==> config.mk <==
export PLATFORM = sky130hd
export DESIGN_NAME = mem_arbiter
export DESIGN_NICKNAME = d
export VERILOG_FILES = /design/src/rtl/mem_arbiter.sv
export SDC_FILE = /design/constraint.sdc
export NUM_CORES = 1
export LEC_CHECK = 0
export CAP_MARGIN = 10
export CORE_AREA = 2 2 337 339
export CTS_CLUSTER_DIAMETER = 50
export DETAILED_ROUTE_END_ITERATION = 7
export DIE_AREA = 0 0 339 341
export PLACE_DENSITY = 0.4
export SLEW_MARGIN = 0
export SYNTH_ARGS = -nofsm -noshare
export SYNTH_HDL_FRONTEND = slang
export SYNTH_SLANG_ARGS = --single-unit
==> constraint.sdc <==
create_clock -name clk -period 3.7 [get_ports clk]
set_input_delay 0.37 -clock clk [delete_from_list [all_inputs] [get_ports clk]]
set_output_delay 0.37 -clock clk [all_outputs]
set_load 0.01 [all_outputs]
==> src/rtl/mem_arbiter.sv <==
// Round-robin 2:1 arbiter merging I-cache and D-cache line requests onto one memory port.
// Each transaction walks IDLE -> BUSY -> RESP -> GAP; all outputs are registered.
module mem_arbiter #(
    parameter int ADDR_W = 28,
    parameter int DATA_W = 128
) (
    input  logic              clk,
    input  logic              proc_reset_n,
    input  logic              i_read,
    input  logic              i_write,
    input  logic [ADDR_W-1:0] i_addr,
    input  logic [DATA_W-1:0] i_wdata,
    output logic [DATA_W-1:0] i_rdata,
    output logic              i_ready,
    input  logic              d_read,
    input  logic              d_write,
    input  logic [ADDR_W-1:0] d_addr,
    input  logic [DATA_W-1:0] d_wdata,
    output logic [DATA_W-1:0] d_rdata,
    output logic              d_ready,
    output logic              mem_read,
    output logic              mem_write,
    output logic [ADDR_W-1:0] mem_addr,
    output logic [DATA_W-1:0] mem_wdata,
    input  logic [DATA_W-1:0] mem_rdata,
    input  logic              mem_ready,
    output logic [1:0]        arb_grant
);
    typedef enum logic [1:0] {IDLE, BUSY, RESP, GAP} state_t;

    localparam logic [1:0] GNT_NONE = 2'b00;
    localparam logic [1:0] GNT_I    = 2'b01;
    localparam logic [1:0] GNT_D    = 2'b10;

    state_t              state_q, state_d;
    logic                last_d_q, last_d_d;
    logic [1:0]          grant_q, grant_d;
    logic                mem_read_q, mem_read_d;
    logic                mem_write_q, mem_write_d;
    logic [ADDR_W-1:0]   mem_addr_q, mem_addr_d;
    logic [DATA_W-1:0]   mem_wdata_q, mem_wdata_d;
    logic [DATA_W-1:0]   i_rdata_q, i_rdata_d;
    logic [DATA_W-1:0]   d_rdata_q, d_rdata_d;
    logic                i_ready_q, i_ready_d;
    logic                d_ready_q, d_ready_d;

    logic i_req, d_req, pick_d;

    assign i_req  = i_read | i_write;
    assign d_req  = d_read | d_write;
    // On a tie the port that was not served last wins; last_d_q resets to 0 so D wins first.
    assign pick_d = d_req & (~i_req | ~last_d_q);

    always_comb begin
        state_d     = state_q;
        last_d_d    = last_d_q;
        grant_d     = grant_q;
        mem_read_d  = mem_read_q;
        mem_write_d = mem_write_q;
        mem_addr_d  = mem_addr_q;
        mem_wdata_d = mem_wdata_q;
        i_rdata_d   = i_rdata_q;
        d_rdata_d   = d_rdata_q;
        i_ready_d   = 1'b0;
        d_ready_d   = 1'b0;
        unique case (state_q)
            IDLE: begin
                mem_read_d  = 1'b0;
                mem_write_d = 1'b0;
                mem_addr_d  = '0;
                mem_wdata_d = '0;
                if (i_req | d_req) begin
                    state_d = BUSY;
                    if (pick_d) begin
                        mem_addr_d  = d_addr;
                        mem_wdata_d = d_wdata;
                        mem_write_d = d_write;
                        mem_read_d  = d_read & ~d_write;
                        grant_d     = GNT_D;
                        last_d_d    = 1'b1;
                    end else begin
                        mem_addr_d  = i_addr;
                        mem_wdata_d = i_wdata;
                        mem_write_d = i_write;
                        mem_read_d  = i_read & ~i_write;
                        grant_d     = GNT_I;
                        last_d_d    = 1'b0;
                    end
                end
            end
            BUSY: begin
                if (mem_ready) begin
                    // Writes capture mem_rdata too, so the cache sees a uniform handshake.
                    if (grant_q == GNT_D) d_rdata_d = mem_rdata;
                    else                  i_rdata_d = mem_rdata;
                    i_ready_d   = (grant_q == GNT_I);
                    d_ready_d   = (grant_q == GNT_D);
                    mem_read_d  = 1'b0;
                    mem_write_d = 1'b0;
                    state_d     = RESP;
                end
            end
            RESP: begin
                grant_d = GNT_NONE;
                state_d = GAP;
            end
            GAP:     state_d = IDLE;
            default: state_d = IDLE;
        endcase
    end

    always_ff @(posedge clk or negedge proc_reset_n) begin
        if (!proc_reset_n) begin
            state_q     <= IDLE;
            last_d_q    <= 1'b0;
            grant_q     <= GNT_NONE;
            mem_read_q  <= 1'b0;
            mem_write_q <= 1'b0;
            mem_addr_q  <= '0;
            mem_wdata_q <= '0;
            i_rdata_q   <= '0;
            d_rdata_q   <= '0;
            i_ready_q   <= 1'b0;
            d_ready_q   <= 1'b0;
        end else begin
            state_q     <= state_d;
            last_d_q    <= last_d_d;
            grant_q     <= grant_d;
            mem_read_q  <= mem_read_d;
            mem_write_q <= mem_write_d;
            mem_addr_q  <= mem_addr_d;
            mem_wdata_q <= mem_wdata_d;
            i_rdata_q   <= i_rdata_d;
            d_rdata_q   <= d_rdata_d;
            i_ready_q   <= i_ready_d;
            d_ready_q   <= d_ready_d;
        end
    end

    assign i_rdata   = i_rdata_q;
    assign d_rdata   = d_rdata_q;
    assign i_ready   = i_ready_q;
    assign d_ready   = d_ready_q;
    assign mem_read  = mem_read_q;
    assign mem_write = mem_write_q;
    assign mem_addr  = mem_addr_q;
    assign mem_wdata = mem_wdata_q;
    assign arb_grant = grant_q;
endmodule

After elaboration in Yosys (flattened, before gate mapping)
Cells that the tools add are included.
Widths: inputs -> output; s select.

operators by class
  $add $sub $neg = 0
  $mul = 0
  div/mod/pow operators = 0
  order comparisons = 0
  eq/ne operators = 7
  shift-type cells = 0
  muxes and demuxes = 22
  bitwise logic cells = 12
  reductions and logical operators = 9

operators with widths
  cell                count
  $mux 128            2
  $mux 28             2
  $mux 1              10
  $mux 2              4
  $pmux 2 s4          1
  $reduce_and 2->1    4
  $eq 2x2->1 const B  3
  $reduce_and 3->1    2
  $not 1->1           5
  $eq 2x1->1 const B  2
  $ne 2x2->1 const B  2
  $or 1x1->1          4
  $pmux 1 s2          2
  $pmux 2 s2          1
  $reduce_bool 2->1   2
  $and 1x1->1         3
  $logic_not 2->1     1

storage, ports and cells
  flip-flop bits (word level) = 421
  latch bits = 0
  bits in writable memories = 0
  memory bits (read-only) = 0
  bits of input ports = 447
  output and inout bits = 418
  logic and storage cells = 61
  memories = 0

Depth between registers and ports, before layout
  depth after elaboration = 7
  gate-level depth with buffers = 7
  depth with buffers taken out = 6

Least setup slack after synthesis
OpenSTA, ideal clock, no wires.

  kind = register to register
  start = register state_q[1]
  end = register i_rdata_q[100], in the netlist i_rdata[100]
  setup time = 0.125 ns
  arrival = 1.620 ns
  required time = 3.575 ns
  setup slack = 1.956 ns
  cell stages (with the launch flop) = 8
  path buffers = 2
  clock period less this slack = 1.744 ns
  path through = dfrtp_1 -> inv_1 -> ha_1 -> nand2_1 -> nor2_1 -> clkbuf_1 -> buf_2 -> mux2_2

between the ends
  cells in the longest elaborated chain, start to end = 2

ends and longest elaborated chain
  element                            line  source
  from (decl)                        35    state_t state_q, state_d;
  from (signal assigned)             126   state_q <= state_d;
  $eq 2x1->1                         66    unique case (state_q)
  $reduce_and 3->1 (no source line)  n/a
  to (signal assigned)               133   i_rdata_q <= i_rdata_d;
  to (decl)                          42    logic [DATA_W-1:0] i_rdata_q, i_rdata_d;

Every way passes these cells.
A chain may end at the register's enable or synchronous reset.

Worst setup path in the final report
  start = register state_q[0]
  end = register mem_addr_q[25], in the netlist mem_addr[25]

between the ends
  cells in the longest elaborated chain, start to end = 1

ends and longest elaborated chain
  element               line  source
  $logic_not 2->1       66
  to (signal assigned)  131   mem_addr_q <= mem_addr_d;
  to (decl)             40    logic [ADDR_W-1:0] mem_addr_q, mem_addr_d;

Every way passes these cells.

==> results.toml <==
[cells_and_area]
layout_common_cells = "clkdlybuf4s50_1, dfrtp_1, mux2_2"
post_route_cells_drive_above_1_share_pct = 20.7
final_common_cell = "clkdlybuf4s50_1"
area_growth_pct = 77.0
final-instance-count-excl-fill = 3582
nNetsFinal = 2469
nFillCells = 11600

[routing]
wl_met1_um = 32600
drt-wirelength-per-cell_um = 23.3
dr_total_vias = 13500
met2_length_um = 38900
post-route-drc-count = 0
via_per_inst = 3.78
first_pass_iters = 4
antenna_left = 0
drt-total-wl_um = 83400
drt_iter0_markers = 436
route.met3.wl_um = 9090
top_layer_used = "met5"

[worst_setup_path]
endpoint = "mem_addr[25]$_DFFE_PN0P_"
worst_setup_path_start_kind = "flop"
worstSetupPathDepth = 5
reg2reg_depth = 5
required_ns = 4.25
rrSetupSlack_ns = 1.18
crit_fanout = 38
critical_path.top_delay_family = "simple AND/OR/NAND/NOR gates"
crit_path_end_kind = "flop"
path_cells = "inv_1 > ha_1 > nand2_4 > nor2_1 > a221o_1"
worstPathBufferInverterCount = 1
critPathKind = "reg -> reg"
r2r_end = "mem_addr[25]$_DFFE_PN0P_"
reg2reg_from = "state_q[0]$_DFFE_PN0P_"
startpoint = "state_q[0]$_DFFE_PN0P_"
cpPeakStageDelay_ns = 0.64
crit_slowest_cell = "ha_1"
critPathArrivalTime_ns = 3.07

[cts]
clkTransAtPathRegs_ns = 0.06
cts.repair.resized = 0
cts-buffers-inserted = 72
insertion_delay_ns = 0.62
cts_tree = "yes"
h-tree-depth = 3
clock_sinks = 421
root_buffer = "clkbuf_16"
cts_max_path_buffers = 3
post_cts_buffers = 0

[die]
initial_core_util_pct = 15.2
die_area_mm2 = 0.116
dieHeight_um = 341
coreArea_mm2 = 0.112
ioPinCount = 865
rows = 123
dieWidth_um = 339

[global_routing]
track_usage_pct = 14.1
grt_pass1_wl_um = 118000
antenna_found_initial = 21
grt_max_degree = 109
first_global_vias = 15400
gr-total-overflow = 0

[yosys]
synth.ff_latch_count = 421
yosys_warnings = 0
synth_area_mm2 = 0.0171
syn_avg_cell_area_um2 = 15.4
synth-compound-area-share_pct = 8.49
synth_xor_area_share_pct = 0
synthMuxAreaShare_pct = 25.6
ys_types = 28
synth_fp_nets = 1561
synth_top_area_share_pct = 61.8
yosysSeqAreaShare_pct = 61.8
synth_top_family_by_area = "multiplexers"
ys_top_cells_by_area = "dfrtp_1, mux2_2, mux2i_1"
synthAdderAreaFrac_pct = 0.220
synthCells = 1111
synth.largest_area_cell = "dfrtp_1"
synthSimpleGateAreaFrac_pct = 0.968

[placed_design]
dp_hpwl_um = 65200
routabilityCongestion = 0.900
dp_cells = 3444
port_buffers = 864
preCtsSetupSlack_ns = 0.882

[sta]
fin_skew_ns = 0.0257
fin_ws_ns = 1.18
fmax_mhz = 396
fin_crit_sh_pct = 68.2
worst_pin_slew_ns = 0.925
fin_setup_tns_ns = 0
setup_viol_count_final = 0
slew_viol_final = 0
rsz0062_at_grt = "false"
relSlewSlack_pct = 38.3
fin_crit_ns = 2.52
finalHoldViolations = 0

[worst_hold_path]
hp-class = "in -> async"

[power]
power_density_mw_per_mm2 = 897
leakagePower_nw = 12.5
ir_drop_v = 0.000444

[status]
status = "finished, final reports clean"

[flow_run]
maxCapViolations = 0
-- worst min path at each step --
stage	from	to	cells after the start
after floorplan	proc_reset_n	arb_grant[0]$_DFFE_PN0P_	0
after global placement	mem_wdata[30]$_DFFE_PN0P_	mem_wdata[30]$_DFFE_PN0P_	1
after detailed placement	mem_addr[0]$_DFFE_PN0P_	mem_addr[0]$_DFFE_PN0P_	1
after CTS	i_addr[6]	mem_addr[6]$_DFFE_PN0P_	3
after global routing	i_addr[24]	mem_addr[24]$_DFFE_PN0P_	2
final	proc_reset_n	i_rdata[60]$_DFFE_PN0P_	2
-- layout make-up --
type / count / area [um2] / area share, %
multi-input cells: 607 / 6060 / 20.1
flip-flops and latches: 421 / 10500 / 34.9
clock inverters: 39 / 546 / 1.81
well taps: 1500 / 1880 / 6.22
diodes: 6 / 15.0 / 0.0497
clock buffers: 92 / 1980 / 6.56
inverters: 4 / 20.0 / 0.0663
repair buffers: 913 / 9160 / 30.3
-- state kept, by name, summed over array words and instances (netlist names) --
name / cells
mem_read: 1
mem_addr: 28
d_rdata: 128
i_rdata: 128
mem_wdata: 128
arb_grant: 2
d_ready: 1
i_ready: 1
last_d_q: 1
state_q: 2
mem_write: 1
-- kinds of logic after synthesis --
kind of cell / count (synthesis)
muxes: 405
AOI/OAI and AO/OA: 168
DFF: 421
buffers and inverters: 83
and+or+nand+nor: 31
adders and majority gates: 3
-- synthesized netlist by cell type (all sizes together) --
cell type and instances:
o2bb2ai 148, or3 1, and3b 1, nand2b 2, a221o 8, nand2 6
nor2 7, nor3b 1, clkbuf 21, nor2b 2, a21oi 3, or2 1
or4 1, mux2i 148, o31ai 1, o32a 1, and3 8, inv 4
o22ai 1, buf 58, ha 3, nand3 1, dfrtp 421, o21ai 6
mux2 257
-- through the flow --
stage	hold slack, ns	power (W)	utilization [%]	instance area (um2)
after floorplan	0.0744	0.0129	-	17100
after global placement	0.470	0.0202	24.7	27600
after detailed placement	0.472	0.0203	24.7	27600
after CTS	0.305	0.0277	27.0	30200
after global routing	0.345	0.0286	27.0	30200
final	0.370	0.0271	27.0	30200
-- worst register-to-register path: stages, from the launching register on --
cell and delay (ns):
dfrtp_1 0.39, inv_1 0.09, ha_1 0.64, nand2_4 0.50, nor2_1 0.61, a221o_1 0.26
-- timing repair --
| item | in CTS | in global routing |
|---|---|---|
| hold buffers | 1 | 0 |
| setup endpoints to repair | 0 | 0 |
| endpoints found under the hold margin | 84 | 0 |
-- layer usage --
layer	global-route usage, %	up-vias
met5	0	-
li1	-	5992
met3	6.84	133
met2	22.7	617
met1	16.0	6785
met4	5.44	18
-- power by group --
part | total (W) | switching [W] | internal [W]
Combinational | 0.0117 | 0.00518 | 0.00653
Sequential | 0.00833 | 0.00144 | 0.00690
Clock | 0.00705 | 0.00248 | 0.00457
Note: power is estimated with default switching activity, not from simulation.
